<file path="src/rtl/data_mem_read_arbiter_if.sv">
// Bundle of the CPU load port, the copy-controller read port and the BSRAM
// read port that the data-memory read arbiter sits between.
interface data_mem_read_arbiter_if #(
  parameter int ADDR_WIDTH = 16,
  parameter int DATA_WIDTH = 16
);
  logic                  cpu_req;
  logic [ADDR_WIDTH-1:0] cpu_addr;
  logic                  cpu_gnt;
  logic                  cpu_rvalid;
  logic [DATA_WIDTH-1:0] cpu_rdata;

  logic                  copy_req;
  logic [ADDR_WIDTH-1:0] copy_addr;
  logic                  copy_gnt;
  logic                  copy_rvalid;
  logic [DATA_WIDTH-1:0] copy_rdata;

  logic [ADDR_WIDTH-1:0] mem_dout_addr;
  logic [DATA_WIDTH-1:0] mem_dout;
  logic                  cpu_starve;

  // Arbiter side.
  modport slave (
    input  cpu_req, cpu_addr, copy_req, copy_addr, mem_dout,
    output cpu_gnt, cpu_rvalid, cpu_rdata,
    output copy_gnt, copy_rvalid, copy_rdata,
    output mem_dout_addr, cpu_starve
  );

  // Requester / memory side.
  modport master (
    output cpu_req, cpu_addr, copy_req, copy_addr, mem_dout,
    input  cpu_gnt, cpu_rvalid, cpu_rdata,
    input  copy_gnt, copy_rvalid, copy_rdata,
    input  mem_dout_addr, cpu_starve
  );
endinterface

</file>
<file path="src/rtl/data_mem_read_arbiter.sv">
// Shares the BSRAM read port between the copy controller (priority) and the CPU,
// with a starvation escape for the CPU and a tag pipe that steers returning data.
module data_mem_read_arbiter #(
  parameter int ADDR_WIDTH   = 16,
  parameter int DATA_WIDTH   = 16,
  parameter int READ_LATENCY = 1,
  parameter int STARVE_LIMIT = 8
) (
  input  logic                   clk,
  input  logic                   reset,
  data_mem_read_arbiter_if.slave bus
);
  localparam int CW = $clog2(STARVE_LIMIT + 1);
  localparam logic [CW-1:0] LIMIT = CW'(STARVE_LIMIT);

  logic [CW-1:0]           starve_cnt_q, starve_cnt_d;
  logic [ADDR_WIDTH-1:0]   last_addr_q, last_addr_d;
  logic                    post_rst_q, post_rst_d;
  logic [READ_LATENCY-1:0] tag_v_q, tag_v_d;
  logic [READ_LATENCY-1:0] tag_cpu_q, tag_cpu_d;

  logic blocked;
  logic force_cpu;
  logic cpu_gnt;
  logic copy_gnt;
  logic cpu_rvalid;
  logic copy_rvalid;

  // No grants during reset nor on the cycle right after it.
  always_comb begin
    blocked    = reset | post_rst_q;
    force_cpu  = !blocked && bus.cpu_req && (starve_cnt_q == LIMIT);
    copy_gnt   = !blocked && bus.copy_req && !force_cpu;
    cpu_gnt    = !blocked && bus.cpu_req && (!bus.copy_req || force_cpu);
    post_rst_d = reset;

    last_addr_d = last_addr_q;
    if (cpu_gnt) begin
      last_addr_d = bus.cpu_addr;
    end else if (copy_gnt) begin
      last_addr_d = bus.copy_addr;
    end

    starve_cnt_d = starve_cnt_q;
    if (blocked || !bus.cpu_req || cpu_gnt) begin
      starve_cnt_d = '0;
    end else if (starve_cnt_q != LIMIT) begin
      starve_cnt_d = starve_cnt_q + CW'(1);
    end
  end

  // Tag pipe: one {valid, owner} stage per cycle of BSRAM read latency.
  for (genvar gi = 0; gi < READ_LATENCY; gi++) begin : g_tag
    if (gi == 0) begin : g_head
      assign tag_v_d[gi]   = cpu_gnt | copy_gnt;
      assign tag_cpu_d[gi] = cpu_gnt;
    end else begin : g_body
      assign tag_v_d[gi]   = tag_v_q[gi-1];
      assign tag_cpu_d[gi] = tag_cpu_q[gi-1];
    end
  end

  always_ff @(posedge clk) begin
    if (reset) begin
      starve_cnt_q <= '0;
      last_addr_q  <= '0;
      post_rst_q   <= 1'b1;
      tag_v_q      <= '0;
      tag_cpu_q    <= '0;
    end else begin
      starve_cnt_q <= starve_cnt_d;
      last_addr_q  <= last_addr_d;
      post_rst_q   <= post_rst_d;
      tag_v_q      <= tag_v_d;
      tag_cpu_q    <= tag_cpu_d;
    end
  end

  // Returns still in the pipe when reset rises are suppressed immediately.
  always_comb begin
    cpu_rvalid  = !reset && tag_v_q[READ_LATENCY-1] &&  tag_cpu_q[READ_LATENCY-1];
    copy_rvalid = !reset && tag_v_q[READ_LATENCY-1] && !tag_cpu_q[READ_LATENCY-1];

    bus.cpu_gnt       = cpu_gnt;
    bus.copy_gnt      = copy_gnt;
    bus.cpu_starve    = force_cpu;
    bus.mem_dout_addr = last_addr_d;
    bus.cpu_rvalid    = cpu_rvalid;
    bus.copy_rvalid   = copy_rvalid;
    bus.cpu_rdata     = cpu_rvalid  ? bus.mem_dout : '0;
    bus.copy_rdata    = copy_rvalid ? bus.mem_dout : '0;
  end
endmodule
</file>
<file path="src/flat_wrapper.sv">
// flat-port wrapper written by rule: the top's interface ports become plain ports
module data_mem_read_arbiter_flat 
#(
  parameter int ADDR_WIDTH   = 16,
  parameter int DATA_WIDTH   = 16,
  parameter int READ_LATENCY = 1,
  parameter int STARVE_LIMIT = 8
)
  (clk, reset, bus_cpu_req, bus_cpu_addr, bus_copy_req, bus_copy_addr, bus_mem_dout, bus_cpu_gnt, bus_cpu_rvalid, bus_cpu_rdata, bus_copy_gnt, bus_copy_rvalid, bus_copy_rdata, bus_mem_dout_addr, bus_cpu_starve);
  data_mem_read_arbiter_if #(.ADDR_WIDTH(ADDR_WIDTH), .DATA_WIDTH(DATA_WIDTH)) bus_i ();
  input  logic clk;
  input  logic reset;
  input wire logic [$bits(bus_i.cpu_req)-1:0] bus_cpu_req;
  input wire logic [$bits(bus_i.cpu_addr)-1:0] bus_cpu_addr;
  input wire logic [$bits(bus_i.copy_req)-1:0] bus_copy_req;
  input wire logic [$bits(bus_i.copy_addr)-1:0] bus_copy_addr;
  input wire logic [$bits(bus_i.mem_dout)-1:0] bus_mem_dout;
  output wire logic [$bits(bus_i.cpu_gnt)-1:0] bus_cpu_gnt;
  output wire logic [$bits(bus_i.cpu_rvalid)-1:0] bus_cpu_rvalid;
  output wire logic [$bits(bus_i.cpu_rdata)-1:0] bus_cpu_rdata;
  output wire logic [$bits(bus_i.copy_gnt)-1:0] bus_copy_gnt;
  output wire logic [$bits(bus_i.copy_rvalid)-1:0] bus_copy_rvalid;
  output wire logic [$bits(bus_i.copy_rdata)-1:0] bus_copy_rdata;
  output wire logic [$bits(bus_i.mem_dout_addr)-1:0] bus_mem_dout_addr;
  output wire logic [$bits(bus_i.cpu_starve)-1:0] bus_cpu_starve;
  assign bus_i.cpu_req = bus_cpu_req;
  assign bus_i.cpu_addr = bus_cpu_addr;
  assign bus_i.copy_req = bus_copy_req;
  assign bus_i.copy_addr = bus_copy_addr;
  assign bus_i.mem_dout = bus_mem_dout;
  assign bus_cpu_gnt = bus_i.cpu_gnt;
  assign bus_cpu_rvalid = bus_i.cpu_rvalid;
  assign bus_cpu_rdata = bus_i.cpu_rdata;
  assign bus_copy_gnt = bus_i.copy_gnt;
  assign bus_copy_rvalid = bus_i.copy_rvalid;
  assign bus_copy_rdata = bus_i.copy_rdata;
  assign bus_mem_dout_addr = bus_i.mem_dout_addr;
  assign bus_cpu_starve = bus_i.cpu_starve;
  data_mem_read_arbiter #(.ADDR_WIDTH(ADDR_WIDTH), .DATA_WIDTH(DATA_WIDTH), .READ_LATENCY(READ_LATENCY), .STARVE_LIMIT(STARVE_LIMIT)) u_core (.clk(clk), .reset(reset), .bus(bus_i));
endmodule
</file>
<file path="config.mk">
export PLATFORM = sky130hd
export DESIGN_NAME = data_mem_read_arbiter_flat
export DESIGN_NICKNAME = d
export VERILOG_FILES = /design/src/rtl/data_mem_read_arbiter_if.sv /design/src/rtl/data_mem_read_arbiter.sv /design/src/flat_wrapper.sv
export SDC_FILE = /design/constraint.sdc
export NUM_CORES = 1
export LEC_CHECK = 0
export ABC_AREA = 1
export CAP_MARGIN = 25
export CORE_ASPECT_RATIO = 0.9
export CORE_MARGIN = 2
export CORE_UTILIZATION = 35
export CTS_CLUSTER_SIZE = 25
export DETAILED_ROUTE_END_ITERATION = 8
export PLACE_DENSITY = 0.8
export SYNTH_ARGS = -nofsm -noshare
export SYNTH_HDL_FRONTEND = slang
export SYNTH_SLANG_ARGS = --single-unit
</file>
<file path="constraint.sdc">
create_clock -name clk -period 2.5 [get_ports clk]
set_clock_uncertainty 0.2 [all_clocks]
set_input_delay 0.375 -clock clk [delete_from_list [all_inputs] [get_ports clk]]
set_output_delay 0.375 -clock clk [all_outputs]
set_load 0.02 [all_outputs]
</file>
==> impl_metrics.json <==
{
  "drcViolationCount": 0,
  "slew_headroom": 0.8202,
  "placed_cells": 397,
  "ys_types": 27,
  "antenna_found_initial": 0,
  "die_area_sq_mm": 0.004887,
  "drive_above_1_share": 0.2452,
  "fin_setup_tns_ps": 0,
  "insertion_delay_ps": 260,
  "start_kind": "register",
  "grt_util_all_layers": 0.1876,
  "diodes": 0,
  "core-area_sq_mm": 0.004129,
  "first_iter_violations": 57,
  "cts-buffers-inserted": 3,
  "power.total_uw": 929.6,
  "synth.ff_latch_count": 23,
  "period_share": 0.9755,
  "hold_slack_ps": 274.1,
  "cp-end-kind": "output pin",
  "rrSetupSlack_ps": 650,
  "worst-setup-path-type": "reg2out",
  "worst_slew_pin_slew_ps": 267.7,
  "areaGrowthSynthToFinish_pct": 85.02,
  "clk_pin_slew_ps": 80,
  "nFillCells": 360,
  "io_pins": 105,
  "dp_hpwl_microns": 3526,
  "max_clock_freq_ghz": 0.4100,
  "cap_violations": 0,
  "totalWireLength_microns": 4892,
  "cp_max_fo": 9,
  "setup_viol": 0,
  "grt_pass1_vias": 1637,
  "cts-root-buf": "clkbuf_8",
  "start_util": 0.3682,
  "wire_per_inst_microns": 11.90,
  "yosysSeqAreaShare": 0.3029,
  "dr_total_vias": 1875,
  "io_buffers": 104,
  "gp_congestion": 0.7208,
  "globalRouteOverflowTotal": 0,
  "ant_nets": 0,
  "power.density_mw_per_mm2": 330.5,
  "routed_via_density": 4.562,
  "cp.required_ps": 1920,
  "dr.pass1.iters": 4,
  "ir_drop_mv": 0.2979,
  "yosys_warnings": 0,
  "syn_nets": 285,
  "finalHoldViolCount": 0,
  "holdCritPathClass": "in2reg",
  "grt_max_degree": 19,
  "p_leak_uw": 0.001605,
  "die_h_microns": 66.52,
  "grt_setup_unrepaired": "yes",
  "outcome": "complete, no violations",
  "cts.sinks": 23,
  "nets": 418,
  "timing.final.crit_period_ps": 2439,
  "clockBufferDepth": 2,
  "die_w_microns": 73.47,
  "netlist_area_sq_mm": 0.001520,
  "grt_pass1_wl_microns": 7113,
  "cts_tree": "built",
  "synthCells": 231,
  "report.final.slew_viol_count": 0,
  "htree_levels": 1,
  "rows": 22,
  "cp.arrival_ps": 1860,
  "synth_area_per_cell_sq_um": 6.581,
  "stdcell_count": 411
}
-- cell usage in the layout (no fill, tap or decap), drive strengths merged --
cell type and count:
nor3 2, clkdlybuf4s50 54, or2 16, dlygate4sd2 32, nand3 33, ha 2
buf 49, clkbuf 5, nand2 39, a21oi 1, o21ai 2, xnor2 1
xor2 1, nor2 55, inv 47, dfxtp 23, dlymetal6s2s 1
-- timing repair --
| item | CTS | global route |
|---|---|---|
| buffers inserted | 6 | 3 |
| cloned | 0 | 1 |
| setup endpoints to repair | 53 | 32 |
| hold endpoints to repair | 0 | 0 |
| pin swaps | 3 | 3 |
| hold buffers | 0 | 0 |
| gates resized for setup | 97 | 20 |
-- power breakdown --
group	total, uW	internal [uW]	switching, uW
Combinational	307	159	148
Clock	233	114	119
Sequential	390	383	6.48
-- through the flow --
stage / worst slack, ps / instance area, sq um / utilization
after floorplan: 133.3 / 1520 / -
after global placement: -412.0 / 2751 / 0.6664
after detailed placement: -427.6 / 2751 / 0.6664
after CTS: 3.691 / 2801 / 0.6785
after global routing: -53.42 / 2813 / 0.6812
final: 61.25 / 2813 / 0.6812
-- flip-flops by register name, summed over array words and instances, names as in the netlist --
| signal | flops |
|---|---|
| u_core.starve_cnt_q | 4 |
| u_core.post_rst_q | 1 |
| u_core.tag_cpu_q | 1 |
| u_core.last_addr_q | 16 |
| u_core.tag_v_q | 1 |
-- critical path: stages (launching register included) --
cell and delay, ps:
dfxtp_1 330, inv_1 40, ha_1 190, nand2_2 100, nor2_4 50, buf_6 130
nand2_8 110, nand2_8 90, buf_4 160, nand2_2 40, nand3_1 70, nand2_1 90
inv_1 40, buf_2 150
-- logic make-up after synthesis --
kind of cell / share of synthesized area
simple gates: 0.4815
buf+inv: 0.1753
flops: 0.3029
compound gates: 0.01234
xor+xnor: 0.01152
fa+ha+maj: 0.01646
-- cells in the mapped netlist (all sizes together) --
master,n,area share
buf,9,0.055
ha,2,0.016
xnor2,1,0.0058
or2,16,0.066
inv,47,0.12
dfxtp,23,0.30
nand3,33,0.11
a21oi,1,0.0033
o21ai,2,0.0091
xor2,1,0.0058
nand2,38,0.14
clkbuf,1,0.0025
nor2,55,0.16
nor3,2,0.0066
-- final cells by class --
class	instances	area, sq um	area share
clock buffer	4	45.04	0.01601
inverter	47	178.9	0.06361
multi-input combinational	152	845.8	0.3007
sequential	23	460.4	0.1637
tap	48	60.06	0.02135
timing repair buffer	137	1222	0.4346
-- routing by layer --
layer	GRT usage	wire, microns	vias to the layer above	part of all wire
li1	-	-	948	-
met1	0.1993	1885	835	0.39
met2	0.3683	2520	87	0.52
met3	0.03480	435	5	0.089
met4	0.05455	50	0	0.010
met5	0	0	-	0
-- path summary, 6_finish.rpt --
path / startpoint / end / cells past startpoint
max: u_core.starve_cnt_q[0]$_SDFFE_PP0P_ / bus_mem_dout_addr[6] / 13
min: bus_cpu_req / u_core.starve_cnt_q[0]$_SDFFE_PP0P_ / 3
max reg2reg: u_core.starve_cnt_q[0]$_SDFFE_PP0P_ / u_core.last_addr_q[6]$_SDFF_PP0_ / 13
min reg2reg: u_core.starve_cnt_q[0]$_SDFFE_PP0P_ / u_core.starve_cnt_q[0]$_SDFFE_PP0P_ / 2
Power figures use the tool's default switching activity.
